`config.mk`:
```
export PLATFORM = sky130hd
export DESIGN_NAME = mem_stage
export DESIGN_NICKNAME = d
export VERILOG_FILES = /design/src/rtl/mem_stage.sv
export SDC_FILE = /design/constraint.sdc
export NUM_CORES = 1
export LEC_CHECK = 0
export CAP_MARGIN = 20
export CORE_UTILIZATION = 62
export DETAILED_ROUTE_END_ITERATION = 7
export DONT_BUFFER_PORTS = 1
export PLACE_DENSITY = 0.78
export SLEW_MARGIN = 20
export SYNTH_ARGS = -nofsm -noshare
export SYNTH_HDL_FRONTEND = slang
export SYNTH_SLANG_ARGS = --single-unit
```
`constraint.sdc`:
```
create_clock -name clk -period 2.6 [get_ports clk]
set_input_delay 0.52 -clock clk [delete_from_list [all_inputs] [get_ports clk]]
set_output_delay 0.52 -clock clk [all_outputs]
set_load 0.05 [all_outputs]
```
`src/rtl/mem_stage.sv`:
```
// ==== mem_stage: MEM pipeline stage with memory handshake, timeout abort, halt and MEM/WB regs ====
// Rev 1.0
`default_nettype none

module mem_stage #(
  parameter int TIMEOUT   = 15,
  parameter int ALIGN_CHK = 1
) (
  input  logic        clk,
  input  logic        rst,
  input  logic [15:0] ALU_Out,
  input  logic [15:0] WrData,
  input  logic        MemRead,
  input  logic        MemWrt,
  input  logic        Valid,
  input  logic        nHaltSig,
  input  logic        RegWrt,
  input  logic [2:0]  WrReg,
  input  logic        WbSel,
  output logic        mem_req,
  output logic        mem_we,
  output logic [15:0] mem_addr,
  output logic [15:0] mem_wdata,
  input  logic [15:0] mem_rdata,
  input  logic        mem_ready,
  output logic        Stall,
  output logic [15:0] WB_Data,
  output logic [2:0]  WB_Reg,
  output logic        WB_RegWrt,
  output logic        Halt_wb,
  output logic        Err
);

  typedef enum logic [1:0] {
    IDLE   = 2'd0,
    WAIT   = 2'd1,
    HALTED = 2'd2
  } state_t;

  localparam logic [3:0] TIMEOUT_CNT = 4'(TIMEOUT);

  state_t      state;
  logic [3:0]  wait_cnt;

  logic        live;
  logic        misalign;
  logic        access;
  logic        bad_op;
  logic        halt_now;
  logic        timeout;
  logic        req_int;
  logic        err_now;
  logic        load_done;
  logic [15:0] wb_data_next;
  logic        wb_we_next;

  assign live     = Valid & nHaltSig;
  assign misalign = (ALIGN_CHK != 0) & ALU_Out[0] & (MemRead | MemWrt);
  assign access   = live & (MemRead ^ MemWrt) & ~misalign;
  assign bad_op   = live & ((MemRead & MemWrt) | misalign);
  assign halt_now = Valid & ~nHaltSig;
  assign timeout  = (state == WAIT) & ~mem_ready & (wait_cnt == TIMEOUT_CNT);

  always_comb begin
    req_int = 1'b0;
    err_now = 1'b0;
    case (state)
      IDLE: begin
        req_int = access;
        err_now = bad_op;
      end
      WAIT: begin
        req_int = ~timeout;
        err_now = timeout;
      end
      default: begin
        req_int = 1'b0;
        err_now = 1'b0;
      end
    endcase
  end

  // Gating with rst keeps the request low while reset is held, even though IDLE is combinational.
  assign mem_req   = rst & req_int;
  assign mem_we    = mem_req & MemWrt;
  assign mem_addr  = mem_req ? ALU_Out : 16'h0000;
  assign mem_wdata = mem_req ? WrData  : 16'h0000;
  assign Stall     = mem_req & ~mem_ready;

  assign load_done    = mem_req & mem_ready & MemRead;
  assign wb_data_next = (WbSel & load_done) ? mem_rdata : ALU_Out;
  assign wb_we_next   = RegWrt & Valid & ~err_now & (state != HALTED);

  always_ff @(posedge clk or negedge rst) begin
    if (!rst) begin
      state     <= IDLE;
      wait_cnt  <= 4'd0;
      WB_Data   <= 16'h0000;
      WB_Reg    <= 3'd0;
      WB_RegWrt <= 1'b0;
      Halt_wb   <= 1'b0;
      Err       <= 1'b0;
    end else begin
      if (err_now) Err <= 1'b1;

      if (!Stall) begin
        WB_Data   <= wb_data_next;
        WB_Reg    <= WrReg;
        WB_RegWrt <= wb_we_next;
      end

      case (state)
        IDLE: begin
          if (halt_now) begin
            state   <= HALTED;
            Halt_wb <= 1'b1;
          end else if (access && !mem_ready) begin
            state    <= WAIT;
            wait_cnt <= 4'd0;
          end
        end
        WAIT: begin
          if (mem_ready || timeout) state <= IDLE;
          else                      wait_cnt <= wait_cnt + 4'd1;
        end
        HALTED: state <= HALTED;
        default: state <= IDLE;
      endcase
    end
  end

endmodule

`default_nettype wire

```
# After elaboration in Yosys (flattened, before gate mapping)
# Cells that the tools add are included.
# W data, S select, Z words.
[totals] input_bits=60 word_cells=64 out_inout_bits=57 register_bits=28
[op_classes] n_mux=13 n_eq_ne=9 bitwise=26 n_reduce_logical=8 n_addsub=1
[ops] operator="$mux W16" count=3
[ops] operator="$and A1 B1 Y1" count=18
[ops] operator="$mux W4" count=3
[ops] operator="$ne A2 B2 Y1 const B" count=4
[ops] operator="$pmux W4 S2" count=1
[ops] operator="$mux W2" count=3
[ops] operator="$pmux W2 S3" count=1
[ops] operator="$not A1 Y1" count=5
[ops] operator="$add A4 B1 Y4 const B" count=1
[ops] operator="$eq A4 B4 Y1 const B" count=1
[ops] operator="$pmux W1 S2" count=2
[ops] operator="$reduce_and A2 Y1" count=2
[ops] operator="$reduce_and A4 Y1" count=1
[ops] operator="$ne A3 B3 Y1 const B" count=1
[ops] operator="$eq A2 B1 Y1 const B" count=1
[ops] operator="$eq A2 B2 Y1 const B" count=1
[ops] operator="$logic_not A2 Y1" count=1
[ops] operator="$ne A2 B1 Y1 const B" count=1
[ops] operator="$or A1 B1 Y1" count=2
[ops] operator="$reduce_bool A2 Y1" count=1
[ops] operator="$logic_and A1 B1 Y1" count=1
[ops] operator="$logic_not A1 Y1" count=1
[ops] operator="$logic_or A1 B1 Y1" count=1
[ops] operator="$xor A1 B1 Y1" count=1

# Depth between registers and ports, before layout
# Gate-level depths: netlist of run 1.
[depth] depth_word=10 ltp_mapped=8 mapped_depth_nobuf=6

# Worst setup path before layout of run 1
# No wires, ideal clock.
[synth_path] kind="input to output" start="input port MemRead" end="output port mem_wdata[10]" required_time_ps=2080 setup_slack_ps=-185 path_buffers=2 arrival_ps=2265 path_stages=8 cell_sequence="inv_1 > ha_1 > nand3b_1 > o31ai_2 > buf_4 > o21a_1 > buf_2 > and2_1"
[synth_via] elab_chain_len=7 elab_cells_between_ends=9 cone_classes="mux (2); bitwise (7)"
[synth_rtl] item="start, declared" line_no="13" rtl="input logic MemRead,"
[synth_rtl] item="$or A1 B1 Y1" line_no="58" rtl="assign misalign = (ALIGN_CHK != 0) & ALU_Out[0] & (MemRead | MemWrt);"
[synth_rtl] item="$and A1 B1 Y1" line_no="58"
[synth_rtl] item="$not A1 Y1" line_no="59" rtl="assign access = live & (MemRead ^ MemWrt) & ~misalign;"
[synth_rtl] item="$and A1 B1 Y1 (*)" line_no="59"
[synth_rtl] item="$pmux W1 S2 (*)" line_no="67" rtl="case (state)"
[synth_rtl] item="$and A1 B1 Y1 (*)" line_no="84" rtl="assign mem_req = rst & req_int;"
[synth_rtl] item="named net mem_req" line_no="20" rtl="output logic mem_req,"
[synth_rtl] item="$mux W16 (*)" line_no="87" rtl="assign mem_wdata = mem_req ? WrData : 16'h0000;"
[synth_rtl] item="end, declared" line_no="23" rtl="output logic [15:0] mem_wdata,"
# Mark *: on every way through the listed nets, which the timed path passes. The rest lies on a longest branch.

# Final worst setup path of run 1
[layout_path] start="register state[1]" end="output port mem_addr[13]"
[layout_via] elab_chain_len=7 elab_cells_between_ends=8 cone_classes="eq/ne (1); mux (2); bitwise (4); reduce/logical (1)"
[layout_rtl] item="start, declared" line_no="42" rtl="state_t state;"
[layout_rtl] item="start signal, assigned" line_no="96" rtl="state <= IDLE;"
[layout_rtl] item="start signal, assigned" line_no="115" rtl="state <= HALTED;"
[layout_rtl] item="start signal, assigned" line_no="118" rtl="state <= WAIT;"
[layout_rtl] item="$eq A2 B1 Y1" line_no="62, 67"
[layout_rtl] item="$and A1 B1 Y1 (2 in series)" line_no="62" rtl="assign timeout = (state == WAIT) & ~mem_ready & (wait_cnt == TIMEOUT_CNT);"
[layout_rtl] item="$not A1 Y1" line_no="73" rtl="req_int = ~timeout;"
[layout_rtl] item="$pmux W1 S2 (*)" line_no="67"
[layout_rtl] item="$and A1 B1 Y1 (*)" line_no="84"
[layout_rtl] item="$mux W16 (*)" line_no="86" rtl="assign mem_addr = mem_req ? ALU_Out : 16'h0000;"
[layout_rtl] item="end, declared" line_no="22" rtl="output logic [15:0] mem_addr,"
# Every way passes the cells marked *; elsewhere a longest branch is shown, timed or not.

==> flow_results.xml, run 1 <==
<?xml version="1.0" encoding="UTF-8"?>
<metrics>
  <group name="floorplanning">
    <metric name="count_of_standard_cell_rows" unit="">18</metric>
    <metric name="start_util" unit="%">65.7</metric>
    <metric name="floorplan.die_area" unit="um^2">2860</metric>
    <metric name="die_width" unit="um">53.5</metric>
    <metric name="ios" unit="">117</metric>
    <metric name="core_area" unit="um^2">2500</metric>
    <metric name="die_h" unit="um">53.5</metric>
  </group>
  <group name="finish">
    <metric name="multi_input_area" unit="um^2">868</metric>
    <metric name="sequential_cell_area" unit="um^2">702</metric>
    <metric name="num-fill-cells" unit="">93</metric>
    <metric name="layout.nets" unit="">251</metric>
    <metric name="post_route_cells_drive_above_1_share" unit="%">35.5</metric>
    <metric name="flow.area_growth_from_synthesis" unit="%">39.8</metric>
    <metric name="diodes" unit="">0</metric>
  </group>
  <group name="route">
    <metric name="drc" unit="">0</metric>
    <metric name="vias" unit="">1524</metric>
    <metric name="detail-route-antenna-nets" unit="">0</metric>
    <metric name="post_drt_wl_per_cell" unit="um">25.2</metric>
    <metric name="route.detailed.vias_per_inst" unit="">7.06</metric>
    <metric name="totalWireLength" unit="um">5450</metric>
    <metric name="detailedRoute.firstPassIterationCount" unit="">4</metric>
    <metric name="initialDrtViolationCount" unit="">48</metric>
  </group>
  <group name="power_and_ir_drop">
    <metric name="vdd_ir_drop_max" unit="V">0.000376</metric>
    <metric name="power.density" unit="nW/um^2">354</metric>
    <metric name="p_leak" unit="nW">0.974</metric>
  </group>
  <group name="global_routing">
    <metric name="grt_use_total" unit="%">37.6</metric>
    <metric name="overflow" unit="">0</metric>
    <metric name="maximum_number_of_pins_on_one_net_before_global_route_repair" unit="">35</metric>
    <metric name="first_global_vias" unit="">1571</metric>
    <metric name="grt_antenna_before_repair" unit="">0</metric>
    <metric name="grt_first_pass_wirelength" unit="um">7430</metric>
  </group>
  <group name="sta">
    <metric name="clock.fmax" unit="GHz">0.391</metric>
    <metric name="worst_relative_slew_slack" unit="%">66.0</metric>
    <metric name="finalCriticalPeriod" unit="ns">2.56</metric>
    <metric name="tightestPinTransition" unit="ns">0.511</metric>
    <metric name="totalNegativeSetupSlack" unit="ns">0</metric>
    <metric name="post-route-period-util" unit="%">98.4</metric>
    <metric name="clock-skew-final" unit="ns">0.00277</metric>
    <metric name="timing.final.max_slew_violations" unit="">0</metric>
    <metric name="setup-violations-final" unit="">0</metric>
    <metric name="hold_viol" unit="">0</metric>
    <metric name="fin_worst_hold_slack" unit="ns">0.322</metric>
  </group>
  <group name="logic_synthesis">
    <metric name="synth.cell_area" unit="um^2">1640</metric>
    <metric name="post_synth_num_cell_types" unit="">35</metric>
    <metric name="postSynth.topFlopCell" unit="">sky130_fd_sc_hd__dfrtp_1</metric>
    <metric name="synth_seq_area_share" unit="%">42.7</metric>
    <metric name="synth.yosys.warnings" unit="">0</metric>
    <metric name="asyncSetResetFlopFracSynth" unit="%">100</metric>
    <metric name="synthDominantAreaCellType" unit="">sky130_fd_sc_hd__dfrtp_1</metric>
    <metric name="seq_cells_post_synth" unit="">28</metric>
    <metric name="post-synth-top-area-fraction" unit="%">42.7</metric>
    <metric name="synth_edf_count" unit="">0</metric>
    <metric name="avgSynthCellArea" unit="um^2">10.5</metric>
    <metric name="synthesis.instances" unit="">157</metric>
    <metric name="synth_nets" unit="">220</metric>
    <metric name="post_synth_main_area_contributors" unit="">sky130_fd_sc_hd__dfrtp_1 43%, sky130_fd_sc_hd__and2_1 13%, sky130_fd_sc_hd__a2bb2oi_2 9.1%, sky130_fd_sc_hd__o22ai_1 6.1%, sky130_fd_sc_hd__a2bb2oi_1 3.2%</metric>
  </group>
  <group name="setup_path">
    <metric name="critical_path_arrival" unit="ns">2.04</metric>
    <metric name="crit_path_end_kind" unit="">output port</metric>
    <metric name="timing.critical_path.from_type" unit="">flop</metric>
    <metric name="path_max_fanout" unit="">34</metric>
    <metric name="worst_setup_path_class" unit="">flop to output port</metric>
    <metric name="cp_data_required_time" unit="ns">2.08</metric>
  </group>
  <group name="clock_network">
    <metric name="cts_sinks" unit="">28</metric>
    <metric name="cts_max_level" unit="">1</metric>
    <metric name="clock_latency_reported_for_the_late_side_of_the_worst_skew_pair" unit="ns">0.33</metric>
    <metric name="cts.clk_slew.worst_paths" unit="ns">0.14</metric>
    <metric name="clockBufferDepth" unit="">2</metric>
    <metric name="cts_buffers" unit="">3</metric>
    <metric name="tritoncts_clock_tree" unit="">done</metric>
    <metric name="cts-root-buf" unit="">sky130_fd_sc_hd__clkbuf_4</metric>
  </group>
  <group name="placement">
    <metric name="gp_congestion" unit="">0.855</metric>
    <metric name="hpwl" unit="um">4100</metric>
    <metric name="port-buffer-count" unit="">0</metric>
  </group>
  <group name="status">
    <metric name="outcome" unit="">finished, final reports clean</metric>
  </group>
  <group name="job">
    <metric name="maxCapViolations" unit="">0</metric>
  </group>
  <group name="worst_hold_path">
    <metric name="hold_path_class" unit="">input pin to flop</metric>
  </group>
</metrics>
[metal layers]
metal	up-vias	part of all wire (%)	global-route usage [%]
met4	0	5.5	25.4
met2	127	53	68.5
li1	628	-	-
met1	740	32	37.4
met3	29	9.4	7.76
met5	-	0	0
[critical path, cell delays in order (launching register included)]
cell	delay (ns)
sky130_fd_sc_hd__dfrtp_2	0.47
sky130_fd_sc_hd__nand3b_1	0.23
sky130_fd_sc_hd__o31ai_4	0.24
sky130_fd_sc_hd__o21a_1	0.21
sky130_fd_sc_hd__buf_12	0.17
sky130_fd_sc_hd__and2_1	0.22
sky130_fd_sc_hd__buf_12	0.16
[synth_stat cells (all sizes together) (4+ instances only)]
cell     count
and2        34
dfrtp       28
a2bb2oi     16
o22ai       16
buf          6
inv          6
nand3        6
clkbuf       5
nor2         4
o31ai        4
[sequential cells by signal, indices dropped and copies added, names as in the netlist]
name and flops:
WB_Data 16, WB_Reg 3, wait_cnt 4, Halt_wb 1, state 2, WB_RegWrt 1
Err 1
[final timing paths]
check                       startpoint      endpoint  slack (ns)  cells after the start
hold / removal              ALU_Out[2]    WB_Data[2]        0.32                      1
setup reg to reg              state[1]    WB_Data[8]        0.47                      6
max in group asynchronous          rst      state[1]        1.84                      2
setup / recovery              state[1]  mem_addr[13]        0.04                      6
min in group asynchronous          rst     WB_Reg[2]        0.60                      2
hold reg to reg            wait_cnt[1]   wait_cnt[1]        0.57                      1
[stage by stage]
stage / instances / area, um^2 / util [%] / power, mW / setup WS, ns
after floorplan: 157 / 1650 / - / 0.605 / -0.0648
final: 216 / 2300 / 91.8 / 0.812 / 0.0410
after global routing: 216 / 2300 / 91.8 / 0.834 / -0.0453
after detailed placement: 209 / 2230 / 89.1 / 0.625 / 0.156
after global placement: 209 / 2230 / 89.1 / 0.615 / 0.278
after CTS: 214 / 2280 / 91.2 / 0.811 / 0.0335
[power breakdown]
group	leakage (nW)	total, mW	internal (mW)	switching (mW)
logic	0.624	0.0785	0.0383	0.0402
registers	0.335	0.552	0.456	0.0956
clock network	0.0138	0.182	0.0545	0.127
total	0.974	0.812	0.549	0.263
[cells by family (layout without fill, tap and decap cells)]
group,count (synthesis),in the layout,share of synthesized area (%)
AND/OR/NAND/NOR,60,60,21.6
multiplexers,3,3,2.06
flip-flops,28,28,42.7
AO/OA/AOI/OAI,46,46,25.7
adder cells (fa/ha/maj),3,3,2.29
buffers and inverters,17,46,5.71
[layout by cell type, fill, tap and decap left out, drive strengths merged, types with 4 or more instances in the layout]
cell	n
and2	34
dfrtp	28
o22ai	16
nor2	4
a2bb2oi	16
inv	6
nand3	6
o31ai	4
buf	36
[cell type report]
type	instances	share of cell area, %
clock buffer	3	0.981
inverter	6	0.981
multi-input combinational	112	37.8
sequential	28	30.6
tap	30	1.63
timing repair buffer	37	28.0
[what timing repair did]
action	CTS	global route
hold endpoints to repair	28	0
resized for setup	0	1
endpoints found under the setup margin	0	26
buffers inserted	0	2
hold buffers	2	0
(Power assumes the default switching activity.)
==> inputs of run 2 (changes only) <==
--- a/config.mk
+++ b/config.mk
@@ -6,10 +6,10 @@
 export NUM_CORES = 1
 export LEC_CHECK = 0
 export CAP_MARGIN = 20
-export CORE_UTILIZATION = 62
+export CORE_UTILIZATION = 60
 export DETAILED_ROUTE_END_ITERATION = 7
 export DONT_BUFFER_PORTS = 1
-export PLACE_DENSITY = 0.78
+export PLACE_DENSITY = 0.76
 export SLEW_MARGIN = 20
 export SYNTH_ARGS = -nofsm -noshare
 export SYNTH_HDL_FRONTEND = slang
==> run 2 against run 1 <==
Global-route usage increased by 2.7 points. Register-to-register slack improved by 0.02 ns. Utilization decreased by 0.32 points. Critical path depth decreased by 1. Hold slack got worse by 0.0078 ns. Clock skew increased by 0.011 ns. Sequential share of layout area decreased by 0.17 points. Combinational power increased by 3.8%. Via count increased by 2.6%. Die area increased by 3.2%. Cell area increased by 0.54%. Non-clock buffer count decreased by 1. Critical endpoint is now Stall. Largest power group unchanged.
==> flow_results.xml, run 2 (synthesis results as in run 1) <==
<?xml version="1.0" encoding="UTF-8"?>
<metrics>
  <group name="power_and_ir_drop">
    <metric name="seq_power_share" unit="%">59.6</metric>
    <metric name="vdd_ir_drop_max" unit="V">0.000378</metric>
    <metric name="design_power_total" unit="uW">933</metric>
    <metric name="p_leak" unit="nW">0.981</metric>
    <metric name="pwr-share-clk" unit="%">31.7</metric>
    <metric name="power.density" unit="nW/um^2">404</metric>
    <metric name="power_frac_comb" unit="%">8.7</metric>
    <metric name="power.share.switching" unit="%">30.3</metric>
    <metric name="power.switching" unit="uW">283</metric>
    <metric name="intPower" unit="uW">650</metric>
  </group>
  <group name="sta">
    <metric name="post-route-period-util" unit="%">98.0</metric>
    <metric name="fin_worst_hold_slack" unit="ns">0.314</metric>
    <metric name="timing.final.max_slew_violations" unit="">0</metric>
    <metric name="clock.fmax" unit="GHz">0.393</metric>
    <metric name="totalNegativeSetupSlack" unit="ns">0</metric>
    <metric name="clock-skew-final" unit="ns">0.0137</metric>
    <metric name="least_setup_slack_across_all_paths_after_layout" unit="ns">0.0533</metric>
    <metric name="tightestPinTransition" unit="ns">0.558</metric>
    <metric name="finalCriticalPeriod" unit="ns">2.55</metric>
    <metric name="setup-violations-final" unit="">0</metric>
    <metric name="rsz0062_at_grt" unit="">no</metric>
    <metric name="worst_relative_slew_slack" unit="%">62.8</metric>
    <metric name="hold_viol" unit="">0</metric>
  </group>
  <group name="clock_network">
    <metric name="cts_buffers" unit="">3</metric>
    <metric name="clock_latency_reported_for_the_late_side_of_the_worst_skew_pair" unit="ns">0.34</metric>
    <metric name="clockBufferDepth" unit="">2</metric>
    <metric name="tritoncts_clock_tree" unit="">done</metric>
    <metric name="cts.clk_slew.worst_paths" unit="ns">0.17</metric>
    <metric name="cts_sinks" unit="">28</metric>
    <metric name="cts_max_level" unit="">1</metric>
    <metric name="cts-root-buf" unit="">sky130_fd_sc_hd__clkbuf_4</metric>
  </group>
  <group name="global_routing">
    <metric name="grt_first_pass_wirelength" unit="um">7910</metric>
    <metric name="grt_use_total" unit="%">40.3</metric>
    <metric name="maximum_number_of_pins_on_one_net_before_global_route_repair" unit="">35</metric>
    <metric name="grt_antenna_before_repair" unit="">0</metric>
    <metric name="first_global_vias" unit="">1491</metric>
    <metric name="overflow" unit="">0</metric>
  </group>
  <group name="worst_hold_path">
    <metric name="hold_path_class" unit="">input pin to flop</metric>
  </group>
  <group name="setup_path">
    <metric name="crit_chain" unit="">nand3b_1 &gt; o31ai_4 &gt; buf_4 &gt; and2_1 &gt; buf_12</metric>
    <metric name="cpMaxStageDelayCell" unit="">sky130_fd_sc_hd__dfrtp_2</metric>
    <metric name="path_max_fanout" unit="">19</metric>
    <metric name="crit_path_start" unit="">state[1]</metric>
    <metric name="timing.critical_path.from_type" unit="">flop</metric>
    <metric name="ff2ff_path_depth" unit="">6</metric>
    <metric name="cp_data_required_time" unit="ns">2.08</metric>
    <metric name="critical_path_arrival" unit="ns">2.03</metric>
    <metric name="r2r-start" unit="">state[1]</metric>
    <metric name="timing.critical_path.to" unit="">Stall</metric>
    <metric name="worst_setup_path_class" unit="">flop to output port</metric>
    <metric name="critical_path.reg2reg.endpoint" unit="">WB_Reg[2]</metric>
    <metric name="cp_slowest_stage_delay" unit="ns">0.47</metric>
    <metric name="crit_path_end_kind" unit="">output port</metric>
    <metric name="timing.reg2reg.setup_slack" unit="ns">0.49</metric>
  </group>
  <group name="placement">
    <metric name="port-buffer-count" unit="">0</metric>
    <metric name="gp_congestion" unit="">0.792</metric>
    <metric name="hpwl" unit="um">3770</metric>
    <metric name="pre_cts_ws" unit="ns">0.198</metric>
    <metric name="postPlaceCellArea" unit="um^2">2210</metric>
    <metric name="dp.cells" unit="">208</metric>
  </group>
  <group name="route">
    <metric name="vias" unit="">1563</metric>
    <metric name="totalWireLength" unit="um">6060</metric>
    <metric name="drc" unit="">0</metric>
    <metric name="detailedRoute.firstPassIterationCount" unit="">4</metric>
    <metric name="route.detailed.vias_per_inst" unit="">7.24</metric>
    <metric name="initialDrtViolationCount" unit="">81</metric>
    <metric name="post_drt_wl_per_cell" unit="um">28.1</metric>
    <metric name="detail-route-antenna-nets" unit="">0</metric>
  </group>
  <group name="floorplanning">
    <metric name="core_area" unit="um^2">2520</metric>
    <metric name="count_of_standard_cell_rows" unit="">18</metric>
    <metric name="die_width" unit="um">54.3</metric>
    <metric name="start_util" unit="%">65.1</metric>
    <metric name="die_h" unit="um">54.3</metric>
    <metric name="floorplan.die_area" unit="um^2">2950</metric>
    <metric name="ios" unit="">117</metric>
  </group>
  <group name="finish">
    <metric name="top_registers" unit="">WB_Data x16, wait_cnt x4, WB_Reg x3</metric>
    <metric name="num-fill-cells" unit="">99</metric>
    <metric name="layout.cell_area.non_filler" unit="um^2">2310</metric>
    <metric name="layout.nets" unit="">250</metric>
    <metric name="stdcell_count" unit="">216</metric>
    <metric name="mostFrequentLayoutCell" unit="">sky130_fd_sc_hd__buf_12</metric>
    <metric name="diodes" unit="">0</metric>
    <metric name="largest_reg_flops" unit="">16</metric>
    <metric name="flow.area_growth_from_synthesis" unit="%">40.5</metric>
    <metric name="post_route_cells_drive_above_1_share" unit="%">36.0</metric>
    <metric name="layout.core_utilization" unit="%">91.5</metric>
    <metric name="layout.cells.most_common_list" unit="">28 x sky130_fd_sc_hd__buf_12, 27 x sky130_fd_sc_hd__dfrtp_1, 24 x sky130_fd_sc_hd__and2_1</metric>
    <metric name="most_flop_heavy_register" unit="">WB_Data</metric>
  </group>
  <group name="job">
    <metric name="maxCapViolations" unit="">0</metric>
  </group>
  <group name="status">
    <metric name="outcome" unit="">finished, final reports clean</metric>
  </group>
</metrics>
==> run 2: cell types whose count changed in the layout (fill, tap and decap cells not counted) <==
cell                        change
sky130_fd_sc_hd__bufinv_16      +1
sky130_fd_sc_hd__buf_12         -1
sky130_fd_sc_hd__and2_4         +1
sky130_fd_sc_hd__and2_1         -1
==> run 2: layer usage <==
layer	up-vias	part of all wire, %	track usage (%)
li1	627	-	-
met4	0	6.3	23.5
met5	-	0	0
met2	154	51	72.4
met3	43	12	10.0
met1	739	31	42.2
==> run 2: critical path, delay by kind of cell, from the launching register on <==
family | cells | cell delay [ns]
AND/OR/NAND/NOR | 2 | 0.48
flip-flops | 1 | 0.47
buffers and inverters | 2 | 0.50
AO/OA/AOI/OAI | 1 | 0.23
==> run 2: power by group through the flow <==
stage               logic [mW]  clock network (mW)  registers (mW)
finish                  0.0815               0.296           0.556
global route            0.0875               0.308           0.558
CTS                     0.0792               0.291           0.554
detailed placement      0.0637                   0           0.561
global placement        0.0572                   0           0.558
floorplan               0.0512                   0           0.554
==> run 2: worst min-delay path by stage <==
stage               depth (start not counted)  slack (ns)          to        from
floorplan                                   0        0.22         Err         rst
CTS                                         1        0.31  WB_Data[5]  ALU_Out[5]
finish                                      1        0.31   WB_Reg[1]    WrReg[1]
detailed placement                          0        0.22         Err         rst
global route                                1        0.31   WB_Reg[1]    WrReg[1]
global placement                            0        0.23         Err         rst
==> run 2: layout make-up <==
cell class / instances / area, um^2 / share of cell area, %
Multi-Input combinational cell: 112 / 871 / 37.7
Sequential cell: 28 / 702 / 30.4
Timing Repair Buffer: 36 / 623 / 27.0
Tap cell: 30 / 37.5 / 1.63
Clock inverter: 1 / 30.0 / 1.30
Clock buffer: 3 / 22.5 / 0.976
Inverter: 6 / 22.5 / 0.976
==> run 2: timing repair <==
item | 4_1_cts | 5_1_grt
setup buffers | 0 | 2
gates resized for setup | 0 | 2
endpoints found under the hold margin | 28 | 0
hold buffers | 2 | 0
endpoints found under the setup margin | 0 | 34
